## config.mk

```make
export PLATFORM = sky130hd
export DESIGN_NAME = buffer_wr_arbiter
export DESIGN_NICKNAME = d
export VERILOG_FILES = /design/src/rtl/buffer_wr_arbiter.sv
export SDC_FILE = /design/constraint.sdc
export NUM_CORES = 1
export LEC_CHECK = 0
export ABC_AREA = 0
export BUFFER_PORTS_ARGS = -buffer_cell sky130_fd_sc_hd__buf_2
export CAP_MARGIN = 20
export CORE_MARGIN = 1.5
export CORE_UTILIZATION = 43
export DETAILED_ROUTE_END_ITERATION = 6
export PLACE_DENSITY = 0.88
export SYNTH_ARGS = -nofsm -noshare
export SYNTH_HDL_FRONTEND = slang
export SYNTH_SLANG_ARGS = --single-unit
```

## constraint.sdc

```tcl
create_clock -name clk -period 2.5 [get_ports clk]
set_input_delay 0.375 -clock clk [delete_from_list [all_inputs] [get_ports clk]]
set_output_delay 0.375 -clock clk [all_outputs]
set_load 0.05 [all_outputs]
```

## src/rtl/buffer_wr_arbiter.sv

```systemverilog
// Round-robin arbiter sharing the buffer's single write port among NUM_REQ requesters.
// Registered wr_en/wr_addr/wr_data feed the buffer directly; ack pulses one cycle per issued write.
module buffer_wr_arbiter #(
   parameter int NUM_REQ = 4,
   parameter int ADDR_W  = 8,
   parameter int DATA_W  = 32,
   parameter int LOG_REQ = 2
) (
   input  logic                        clk,
   input  logic                        reset,
   input  logic                        stall,
   input  logic [NUM_REQ-1:0]          req,
   input  logic [NUM_REQ*ADDR_W-1:0]   req_addr,
   input  logic [NUM_REQ*DATA_W-1:0]   req_data,
   output logic [NUM_REQ-1:0]          ack,
   output logic                        wr_en,
   output logic [ADDR_W-1:0]           wr_addr,
   output logic [DATA_W-1:0]           wr_data,
   output logic [LOG_REQ-1:0]          grant_id,
   output logic                        busy
);

   logic [LOG_REQ-1:0] rr_ptr;
   logic [LOG_REQ-1:0] win_idx;
   logic [LOG_REQ-1:0] next_ptr;
   logic               win_valid;
   logic [NUM_REQ-1:0] elig;
   logic [ADDR_W-1:0]  sel_addr;
   logic [DATA_W-1:0]  sel_data;

   // The requester acked this cycle is masked so a held req is not granted twice.
   assign elig = req & ~ack;
   assign busy = |elig;

   always_comb begin
      logic [LOG_REQ-1:0] cand;
      cand      = '0;
      win_valid = 1'b0;
      win_idx   = '0;
      for (int unsigned i = 0; i < NUM_REQ; i++) begin
         cand = LOG_REQ'((32'(rr_ptr) + i) % NUM_REQ);
         if (!win_valid && elig[cand]) begin
            win_valid = 1'b1;
            win_idx   = cand;
         end
      end
   end

   always_comb begin
      sel_addr = '0;
      sel_data = '0;
      for (int unsigned i = 0; i < NUM_REQ; i++) begin
         if (win_idx == LOG_REQ'(i)) begin
            sel_addr = req_addr[i*ADDR_W +: ADDR_W];
            sel_data = req_data[i*DATA_W +: DATA_W];
         end
      end
   end

   assign next_ptr = (win_idx == LOG_REQ'(NUM_REQ - 1)) ? '0 : win_idx + 1'b1;

   always_ff @(posedge clk) begin
      if (reset) begin
         wr_en    <= 1'b0;
         ack      <= '0;
         wr_addr  <= '0;
         wr_data  <= '0;
         grant_id <= '0;
         rr_ptr   <= '0;
      end else if (win_valid && !stall) begin
         wr_en        <= 1'b1;
         ack          <= '0;
         ack[win_idx] <= 1'b1;
         wr_addr      <= sel_addr;
         wr_data      <= sel_data;
         grant_id     <= win_idx;
         rr_ptr       <= next_ptr;
      end else begin
         wr_en <= 1'b0;
         ack   <= '0;
      end
   end

endmodule

```

==> results of run 1 <==
## cell type report
cell class / instances / area [um2]
fillers: 654 / 2720
multi-input cells: 288 / 1940
repair buffers: 230 / 1280
flip-flops and latches: 49 / 986
inverters: 44 / 165
well taps: 99 / 124
clock buffers: 5 / 68.8
clock inverters: 3 / 46.3
## kinds of logic after synthesis
| kind of cell | count (synthesis) |
|---|---|
| AO/OA/AOI/OAI | 162 |
| AND/OR/NAND/NOR | 122 |
| buffers and inverters | 90 |
| flip-flops | 49 |
| adder cells (fa/ha/maj) | 4 |
## Yosys cell counts, drive strengths merged
cell / n
a22oi: 10
nand3b: 30
and2b: 1
nor3: 30
a211oi: 30
dfxtp: 49
a311oi: 1
o41a: 1
o41ai: 1
inv: 44
ha: 4
nand2b: 3
clkbuf: 18
and3: 6
nand3: 3
o21ai: 21
buf: 28
a41o: 1
o31ai: 1
a221oi: 30
o22ai: 2
a21oi: 62
nor2: 33
o221ai: 1
nor2b: 3
o21a: 1
nand2: 13
## stage by stage
stage	hold WS (ns)	setup WS (ns)	util, %
floorplan	0.479	0.0281	-
global placement	0.457	0.0405	61.3
detailed placement	0.471	-0.141	61.3
CTS	0.371	0.118	62.8
global route	0.374	-0.100	62.9
finish	0.381	0.112	62.9
## flip-flops by register name, summed over array words and instances, names as in the netlist
signal,count
wr_addr,8
grant_id,2
ack,4
rr_ptr,2
wr_data,32
wr_en,1
## power groups by stage
| stage | Combinational, mW | Clock (mW) | Sequential (mW) |
|---|---|---|---|
| floorplan | 0.895 | 0 | 1.28 |
| global placement | 1.65 | 0 | 0.949 |
| detailed placement | 1.70 | 0 | 0.953 |
| CTS | 1.70 | 0.598 | 0.937 |
| global route | 1.87 | 0.635 | 0.950 |
| finish | 1.72 | 0.584 | 0.937 |
## metal layers
metal | up-vias | global-route usage (%) | wire length, um
met5 | - | 0 | 0
met1 | 1792 | 27.8 | 4210
met2 | 207 | 46.6 | 5420
met4 | 0 | 8.33 | 246
met3 | 26 | 5.64 | 900
li1 | 1925 | - | -
## worst paths after layout
kind	end	slack [ns]
setup reg to reg	wr_data[19]	0.11
hold reg to reg	grant_id[1]	0.49
setup / recovery	wr_data[19]	0.11
hold / removal	wr_data[2]	0.38
## what timing repair did
item | 4_1_cts | 5_1_grt
hold endpoints to repair | 0 | 0
gates resized for setup | 1 | 2
endpoints found under the setup margin | 2 | 14
setup buffers | 0 | 0
cloned | 0 | 0
## worst min-delay path: cells and delay by family
family / cells / cell delay, ns
compound gates: 2 / 0.21
buf+inv: 1 / 0.07
==> results.md, run 1 <==
* Total power at 3.24 mW
* Synth Area per Inst at 7.75 um2
* CP arrival at 2.63 ns
* Syn nets at 598
* Critical setup path kind: reg2reg
* Outcome: completed
* First-pass detailed-route iteration total at 4
* Warnings from Yosys at 0
* Drt total wl at 10800 um
* Slowest stage cell, crit path: dfxtp_2
* Worst R2R Path Depth at 10
* Via density per instance at 5.50
* Max Slew Vio Count at 0
* Setup crit end kind: register
* CTS Hold Bufs at 0
* CTS Buffer Depth at 2
* Post-synthesis sequential area ratio at 29.7%
* Clk sink count at 49
* # diodes at 0
* First-pass GRT wire length at 17000 um
* Synth Area in Adders at 1.51%
* Pint at 1.84 mW
* Area leader, netlist: dfxtp_1
* Leak Pwr at 2.24 nW
* Top-area cell type share of the netlist area at 29.7%
* Simple-gate share of the synthesized area at 24.1%
* Cells after synthesis at 427
* Synth Area in Compound Gates at 32.5%
* Clock share of power at 18.0%
* FF+latch count, synth at 49
* Synth Area in XOR/XNOR at 0%
* DRC violations left at 0
* Worst path bufs/invs at 1
* Initial antenna violation count at 0
* Crit-path max FO at 34
* Vias in the first global route at 3734
* Area delta synth->final at 39.4%
* Clk_lat worst skew at 0.31 ns
* Final Skew at 0.0111 ns
* Die ar. at 8230 um2
* H-tree Lvls at 2
* Cell Rows at 31
* Reg2reg start: ack[0]
* CTS buffer count at 5
* Most frequent cells in the layout: buf_2 (214), a21oi_1 (61), dfxtp_1 (45)
* GPL Wtd Cong at 0.864
* Placed wire-length estimate at 7870 um
* Finished Layout Cells at 718
* Delay-heaviest family, CP: compound AO/OA/AOI/OAI gates
* Worst setup SP type: register
* Most common cell after layout, fill and taps aside: buf_2
* Sw Ratio at 43.3%
* Drt wl/cell at 15.0 um
* Combinational power share at 53.0%
* Final net count at 789
* Final ANT Viol Nets at 0
* Design Area, Final at 4610 um2
* Port bufs at 214
* CTS tree: built
* Tcrit/Tclk final at 95.5%
* Placed Area at 4490 um2
* Distinct cells, synth at 34
* Max cap viols at 0
* Main combinational cell family by area after synthesis: compound AO/OA/AOI/OAI gates
* Fmax at 0.419 GHz
* Core area at 7330 um2
* Pin count of the biggest net entering global routing at 47
* Setup TNS at 0 ns
* Crit path from: ack[0]
* Global route total overflow at 0
* Power share of the sequential group at 28.9%
* Die X at 90.7 um
* Die Span Y at 90.7 um
* Hold path startpoint: req_data[98]
* Placed cell count at 710
* Worst Hold Class: in2reg
* Synth area leaders: dfxtp_1 (30%), a21oi_1 (9.2%), a221oi_1 (7.9%), nor3_2 (7.9%), a211oi_1 (6.8%)
* Slew HR at 65.3%
* Ratio of cells with drive above 1 in the final layout at 45.4%
* Pwr dens at 702 nW/um2
* GRT Util Overall at 25.1%
* Post-Syn Area at 3310 um2
* Mux contribution to synthesized area at 0%
* Critical-path cell list: nand2b_1, o221ai_1, o21ai_2, and3_1, ha_2, buf_12, nand3b_1, a221oi_1, a211oi_1, nor3_2
* Switching pwr at 1.40 mW
* Hold depth at 3
* DR iter-0 viols at 181
* Clock-pin slew of the registers on the worst-case setup and hold paths at 0.10 ns
* Boundary Pins at 215
* Worst vdd ir at 0.291 mV
* Fin crit period at 2.39 ns
* Final hold violation count at 0
* Setup violations, final at 0
* Worst Path Required at 2.74 ns
* Total stage count of the critical path at 10
* Starting Density at 45.1%
* Vias at 3950
* Worst slew pin tran at 0.520 ns
* Largest stage delay on the critical path at 0.35 ns
* Clk root buf: clkbuf_8
(Power assumes the default switching activity.)
==> run 2: changes to the inputs <==
PLACE_DENSITY = 0.8   (was 0.88)
==> run 2 against run 1 <==
Sequential share of layout area down 0.075 points. Maximum frequency grew 5.8%. Power increased by 0.48%. Die area unchanged. Clock skew decreased by 0.0043 ns. Flip-flop and latch count unchanged. Final cell count shrank 0.14%. Wire length decreased by 0.75%. Combinational power hardly changed. Core utilization rose by 0.22 points. Sequential power about the same. Critical path type unchanged. Critical endpoint is now wr_data[12]. Largest cell class unchanged.
==> results.md, run 2 (synthesis results as in run 1) <==
* Total power at 3.26 mW (+0.48%)
* GPL Wtd Cong at 0.817 (-5.4%)
* Max Slew Vio Count at 0 (unchanged)
* CTS Buffer Depth at 2 (unchanged)
* Hold depth at 3 (unchanged)
* Final net count at 788 (-0.13%)
* Worst R2R Path Depth at 10 (unchanged)
* GRT Util Overall at 25.7% (+0.62 points)
* Placed wire-length estimate at 7660 um (-2.7%)
* Placed Area at 4460 um2 (-0.61%)
* Final ANT Viol Nets at 0 (unchanged)
* CTS Hold Bufs at 0 (unchanged)
* Setup violations, final at 0 (unchanged)
* Max cap viols at 0 (unchanged)
* Leak Pwr at 2.25 nW (+0.50%)
* Filler cells at 662 (+1.2%)
* Final hold violation count at 0 (unchanged)
* Clk_lat worst skew at 0.30 ns (about the same)
* Pin count of the biggest net entering global routing at 55 (+17%)
* Die Span Y at 90.7 um (unchanged)
* Initial antenna violation count at 0 (unchanged)
* Worst Hold Class: in2reg
* Largest Register: wr_data
* Core area at 7330 um2 (unchanged)
* Port bufs at 214 (unchanged)
* Die ar. at 8230 um2 (unchanged)
* # Post-CTS Setup Buffers at 0 (unchanged)
* CTS buffer count at 5 (unchanged)
* Area delta synth->final at 39.9%
* Worst slew pin tran at 0.531 ns (+0.0107 ns)
* Hold path startpoint: req_data[99]
* Worst vdd ir at 0.315 mV (+8.2%)
* Reg2reg start: ack[0]
* Via density per instance at 5.43 (-1.3%)
* RSZ-0062 raised after global routing: no
* Drt total wl at 10700 um (-0.75%)
* Post-cts resize count at 0 (-1)
* Clk root buf: clkbuf_8
* Vias in the first global route at 3691 (-1.2%)
* Tcrit/Tclk final at 90.3% (-5.2 points)
* H-tree Lvls at 2 (unchanged)
* First-pass detailed-route iteration total at 4 (unchanged)
* Pwr dens at 703 nW/um2 (+0.12%)
* DRC violations left at 0 (unchanged)
* Top flop regs: wr_data x32, wr_addr x8, ack x4
* Most common cell after layout, fill and taps aside: buf_2
* Slew HR at 64.6% (-0.71 points)
* Cell Rows at 31 (unchanged)
* CP arrival at 2.48 ns (-0.15 ns)
* Critical setup path kind: reg2reg
* Design Area, Final at 4630 um2 (+0.35%)
* Fmax at 0.443 GHz (+5.8%)
* # diodes at 0 (unchanged)
* Fin crit period at 2.26 ns (-0.131 ns)
* Most frequent cells in the layout: buf_2 (214), a21oi_1 (61), dfxtp_1 (45)
* First-pass GRT wire length at 17400 um (+2.6%)
* Worst Path Required at 2.73 ns (about the same)
* DR iter-0 viols at 104 (-43%)
* Outcome: completed
* Global route total overflow at 0 (unchanged)
* Ratio of cells with drive above 1 in the final layout at 45.1% (-0.25 points)
* Crit path from: ack[0]
* Drt wl/cell at 14.9 um (-0.61%)
* Setup crit end kind: register
* Clk sink count at 49 (unchanged)
* Die X at 90.7 um (unchanged)
* Largest register FFs at 32 (unchanged)
* CTS tree: built
* Vias at 3893 (-1.4%)
* Crit-path max FO at 27 (-21%)
* Final Skew at 0.00680 ns (-0.00430 ns)
* Starting Density at 45.1% (unchanged)
* Worst setup SP type: register
* Boundary Pins at 215 (unchanged)
* Clock-pin slew of the registers on the worst-case setup and hold paths at 0.09 ns (about the same)
[run 2: final cells by class]
cell class / instances / area (um2) / area share, %
Multi-Input combinational cell: 288 / 1960 / 42.3
Timing Repair Buffer: 229 / 1280 / 27.6
Sequential cell: 49 / 986 / 21.3
Inverter: 44 / 165 / 3.57
Tap cell: 99 / 124 / 2.68
Clock buffer: 7 / 86.3 / 1.86
Clock inverter: 1 / 30.0 / 0.649
[run 2: final timing paths]
path | endpoint | slack [ns]
worst max-delay path | wr_data[12] | 0.24
worst min-delay path | wr_data[3] | 0.38
worst max register to register | wr_data[12] | 0.24
worst min register to register | grant_id[1] | 0.48
[run 2: through the flow]
stage | instances | setup WS (ns) | hold slack [ns] | TNS (ns) | util, %
finish | 717 | 0.244 | 0.384 | 0 | 63.2
global route | 717 | 0.0241 | 0.400 | 0 | 63.2
CTS | 716 | 0.0918 | 0.373 | 0 | 62.5
detailed placement | 708 | -0.0560 | 0.464 | -0.256 | 60.9
global placement | 708 | 0.0264 | 0.459 | 0 | 60.9
floorplan | 427 | 0.0281 | 0.479 | 0 | -
[run 2: power by group]
| group | total, mW | internal, mW | switching (mW) |
|---|---|---|---|
| Combinational | 1.73 | 0.665 | 1.07 |
| Sequential | 0.936 | 0.882 | 0.0538 |
| Clock | 0.590 | 0.327 | 0.263 |
[run 2: per-layer routing]
layer | global-route usage, % | wire length, um | up-vias
li1 | - | - | 1930
met1 | 31.6 | 4420 | 1757
met2 | 43.9 | 5250 | 186
met3 | 5.47 | 803 | 20
met4 | 9.26 | 228 | 0
met5 | 0 | 0 | -
[run 2: worst max-delay path: stages, from the launching register on]
cell and delay (ns):
dfxtp_2 0.34, nand2b_1 0.19, o221ai_1 0.19, o21ai_1 0.12, and3_1 0.24, ha_4 0.20, clkbuf_16 0.19, nand3b_1 0.16
a221oi_1 0.28, a211oi_1 0.10, nor3_1 0.17
==> run 3: changes to the inputs <==
ABC_AREA = 1   (was 0)
PLACE_DENSITY = 0.81   (was 0.8)
==> run 3 against run 2 <==
Setup slack lost 0.12 ns. Critical path depth rose by 5. Final cell count increased by 17%. Worst hold slack gained 0.035 ns.
==> results.md, run 3 <==
* Worst Hold Path EP: wr_data[21]
* Worst setup SP type: register
* Fin crit period at 2.38 ns (+0.120 ns)
* Reg2reg start: rr_ptr[0]
* Worst R2R End: wr_data[10]
* Core area at 7330 um2 (unchanged)
* Worst R2R Path Depth at 15 (+5)
* Boundary Pins at 215 (unchanged)
* Via density per instance at 5.33 (-1.8%)
* Slew HR at 58.9% (-5.7 points)
* First-pass detailed-route iteration total at 4 (unchanged)
* Tcrit/Tclk final at 95.0% (+4.8 points)
* Worst Path Required at 2.66 ns (-0.07 ns)
* Critical setup path kind: reg2reg
* Die ar. at 8190 um2 (-0.47%)
* Post-Syn Area at 3290 um2 (-0.49%)
* Setup TNS at 0 ns (unchanged)
* Number of synthesized flops with an enable pin at 0 (unchanged)
* Worst vdd ir at 0.819 mV (+160%)
* CP arrival at 2.54 ns (+0.06 ns)
* Clk_lat worst skew at 0.30 ns (about the same)
* Switching pwr at 5.06 mW (+270%)
* Worst slew pin tran at 0.616 ns (+0.0857 ns)
* Placed wire-length estimate at 8450 um (+10%)
* First-pass GRT wire length at 18500 um (+5.9%)
* Most frequent cells in the layout: buf_2 (214), nand2_1 (185), a21oi_1 (80)
* Area delta synth->final at 43.1%
* Syn nets at 714 (+19%)
* GPL Wtd Cong at 0.917 (+12%)
* Drt wl/cell at 14.8 um (-0.59%)
* Global route total overflow at 0 (unchanged)
* Most frequent cells after synthesis: nand2_1 (189), a21oi_1 (83), nand3_1 (56)
* DRC violations left at 0 (unchanged)
* FF+latch count, synth at 49 (unchanged)
* Port bufs at 214 (unchanged)
* Largest register FFs at 32 (unchanged)
* Filler cells at 708 (+6.9%)
* Synth area leaders: dfxtp_1 (30%), nand2_1 (22%), a21oi_1 (13%), nand3_1 (8.5%), o21ai_0 (7.3%)
* # diodes at 0 (unchanged)
* Setup crit end kind: register
* Post-synth ARST share at 0% (unchanged)
* Hold depth at 5 (+2)
* Vias in the first global route at 4011 (+8.7%)
* Most common cell after layout, fill and taps aside: buf_2
* Die X at 90.5 um (-0.24%)
* Outcome: completed
* Ratio of cells with drive above 1 in the final layout at 36.9% (-8.3 points)
* Fmax at 0.421 GHz (-5.0%)
* Power share of the sequential group at 15.2% (-13 points)
* Clk sink count at 49 (unchanged)
* CTS buffer count at 5 (unchanged)
* DR iter-0 viols at 203 (+95%)
* CTS tree: built
* Drt total wl at 12400 um (+16%)
* Hold path startpoint: req_data[117]
* Pwr dens at 1890 nW/um2 (+170%)
* Post-synthesis sequential area ratio at 29.8% (+0.15 points)
* Clock-pin slew of the registers on the worst-case setup and hold paths at 0.09 ns (about the same)
* Main combinational cell family by area after synthesis: simple AND/OR/NAND/NOR gates
* Placed Area at 4380 um2 (-1.8%)
* Mux contribution to synthesized area at 0% (unchanged)
* Cells after synthesis at 543 (+27%)
* Setup violations, final at 0 (unchanged)
* Vias at 4462 (+15%)
* Final Skew at 0.00641 ns (-0.000392 ns)
* Final worst slack at 0.124 ns (-0.120 ns)
* Largest Register: wr_data
* Clock share of power at 5.1% (-13 points)
* Final hold violation count at 0 (unchanged)
* Area leader, netlist: dfxtp_1
* Flop2flop setup slack at 0.12 ns (-0.12 ns)
* Design Area, Final at 4710 um2 (+1.8%)
* Synth Area in XOR/XNOR at 0% (unchanged)
* Final ANT Viol Nets at 0 (unchanged)
* Cell Rows at 31 (unchanged)
* Die Span Y at 90.5 um (-0.24%)
* H-tree Lvls at 2 (unchanged)
* Max cap viols at 0 (unchanged)
* Top-count cell post-synth: nand2_1
* GRT Util Overall at 27.4% (+1.7 points)
* Sw Ratio at 56.7% (+14 points)
* Pint at 3.87 mW (+110%)
* Starting Density at 44.9% (-0.22 points)
* Ys flop type: dfxtp_1
* Top-area cell type share of the netlist area at 29.8% (+0.15 points)
* Initial antenna violation count at 0 (unchanged)
* Synth Area in Adders at 1.52% (+0.0075 points)
* Final net count at 908 (+15%)
* Synth Area in Compound Gates at 26.3% (-6.2 points)
* Max Slew Vio Count at 0 (unchanged)
* Clk root buf: clkbuf_8
* Combinational power share at 79.6% (+26 points)
* Worst Hold Class: in2reg
* Crit-path max FO at 24 (-11%)
* Placement Setup Slack at -0.0939 ns (-0.0378 ns)
* Distinct cells, synth at 23 (-32%)
* Pin count of the biggest net entering global routing at 53 (-3.6%)
* Simple-gate share of the synthesized area at 32.2% (+8.1 points)
* Warnings from Yosys at 0 (unchanged)
* Hold slack at 0.419 ns (+0.0347 ns)
* Synth Area per Inst at 6.06 um2 (-22%)
* Leak Pwr at 2.34 nW (+4.2%)
* Total power at 8.93 mW (+170%)
* CTS Buffer Depth at 2 (unchanged)
* Top flop regs: wr_data x32, wr_addr x8, ack x4
[run 3: cell types whose count changed in the layout (fill, tap and decap cells not counted), sizes merged, moves of 22 or more]
cell	delta
nand3b	-30
a21oi	+22
a221oi	-30
a211oi	-30
nand2	+179
nor3	-30
inv	-26
nor2	-28
o21ai	+62
nand3	+54
[run 3: cells by family after synthesis]
group,after synthesis
AOI/OAI and AO/OA,168
adders and majority gates,4
buffers and inverters,65
DFF,49
and+or+nand+nor,257
[run 3: layout make-up]
type / count / area, um2 / area share, %
clock inverters: 2 / 10.0 / 0.212
repair buffers: 233 / 1370 / 29.0
inverters: 19 / 91.3 / 1.94
clock buffers: 6 / 72.6 / 1.54
multi-input cells: 429 / 2060 / 43.6
well taps: 99 / 124 / 2.63
flip-flops and latches: 49 / 991 / 21.0
[run 3: routing by layer]
layer  vias up  GRT usage (%)  wire length [um]
li1       2206              -                 -
met2       230           48.4              6210
met4         0           10.1               286
met1      1992           32.2              5000
met3        34           5.89               923
met5         -              0                 0
[run 3: per-stage QoR]
step	std cells	util, %
after floorplan	543	-
after global routing	837	64.3
after global placement	824	59.8
after CTS	832	60.9
final	837	64.3
after detailed placement	824	59.8
[run 3: how the worst max path moves through the flow]
stage / depth (start not counted) / slack (ns) / to / from
after floorplan: 19 / 0.006 / wr_data[2] / ack[3]
after global placement: 18 / 0.03 / wr_data[10] / rr_ptr[0]
after detailed placement: 18 / -0.09 / wr_data[10] / rr_ptr[0]
after CTS: 18 / 0.01 / wr_data[18] / rr_ptr[1]
after global routing: 14 / -0.14 / wr_data[4] / rr_ptr[0]
final: 15 / 0.12 / wr_data[10] / rr_ptr[0]
[run 3: critical path: stages, from the launching register on]
cell and delay [ns]:
dfxtp_4 0.42, inv_6 0.06, nand3_1 0.11, nand3_1 0.12, nand2_1 0.17, nand4_1 0.13
nand3_1 0.11, nand2_2 0.10, inv_1 0.14, ha_4 0.18, inv_1 0.08, buf_8 0.17
o21ai_1 0.20, o21ai_0 0.10, nand2_1 0.07, a21oi_1 0.06
[run 3: power groups by stage]
stage	clock network [mW]	logic [mW]	registers (mW)
finish	0.459	7.11	1.36
global route	0.501	7.80	1.40
CTS	0.468	6.20	1.35
detailed placement	0	6.20	1.36
global placement	0	6.04	1.35
floorplan	0	3.56	2.55
[run 3: repair_timing]
item,in CTS,in global routing
pin swaps,0,4
gates cloned,0,4
setup endpoints to repair,40,40
setup buffers,0,1
resized for setup,1,45
hold buffers,0,0
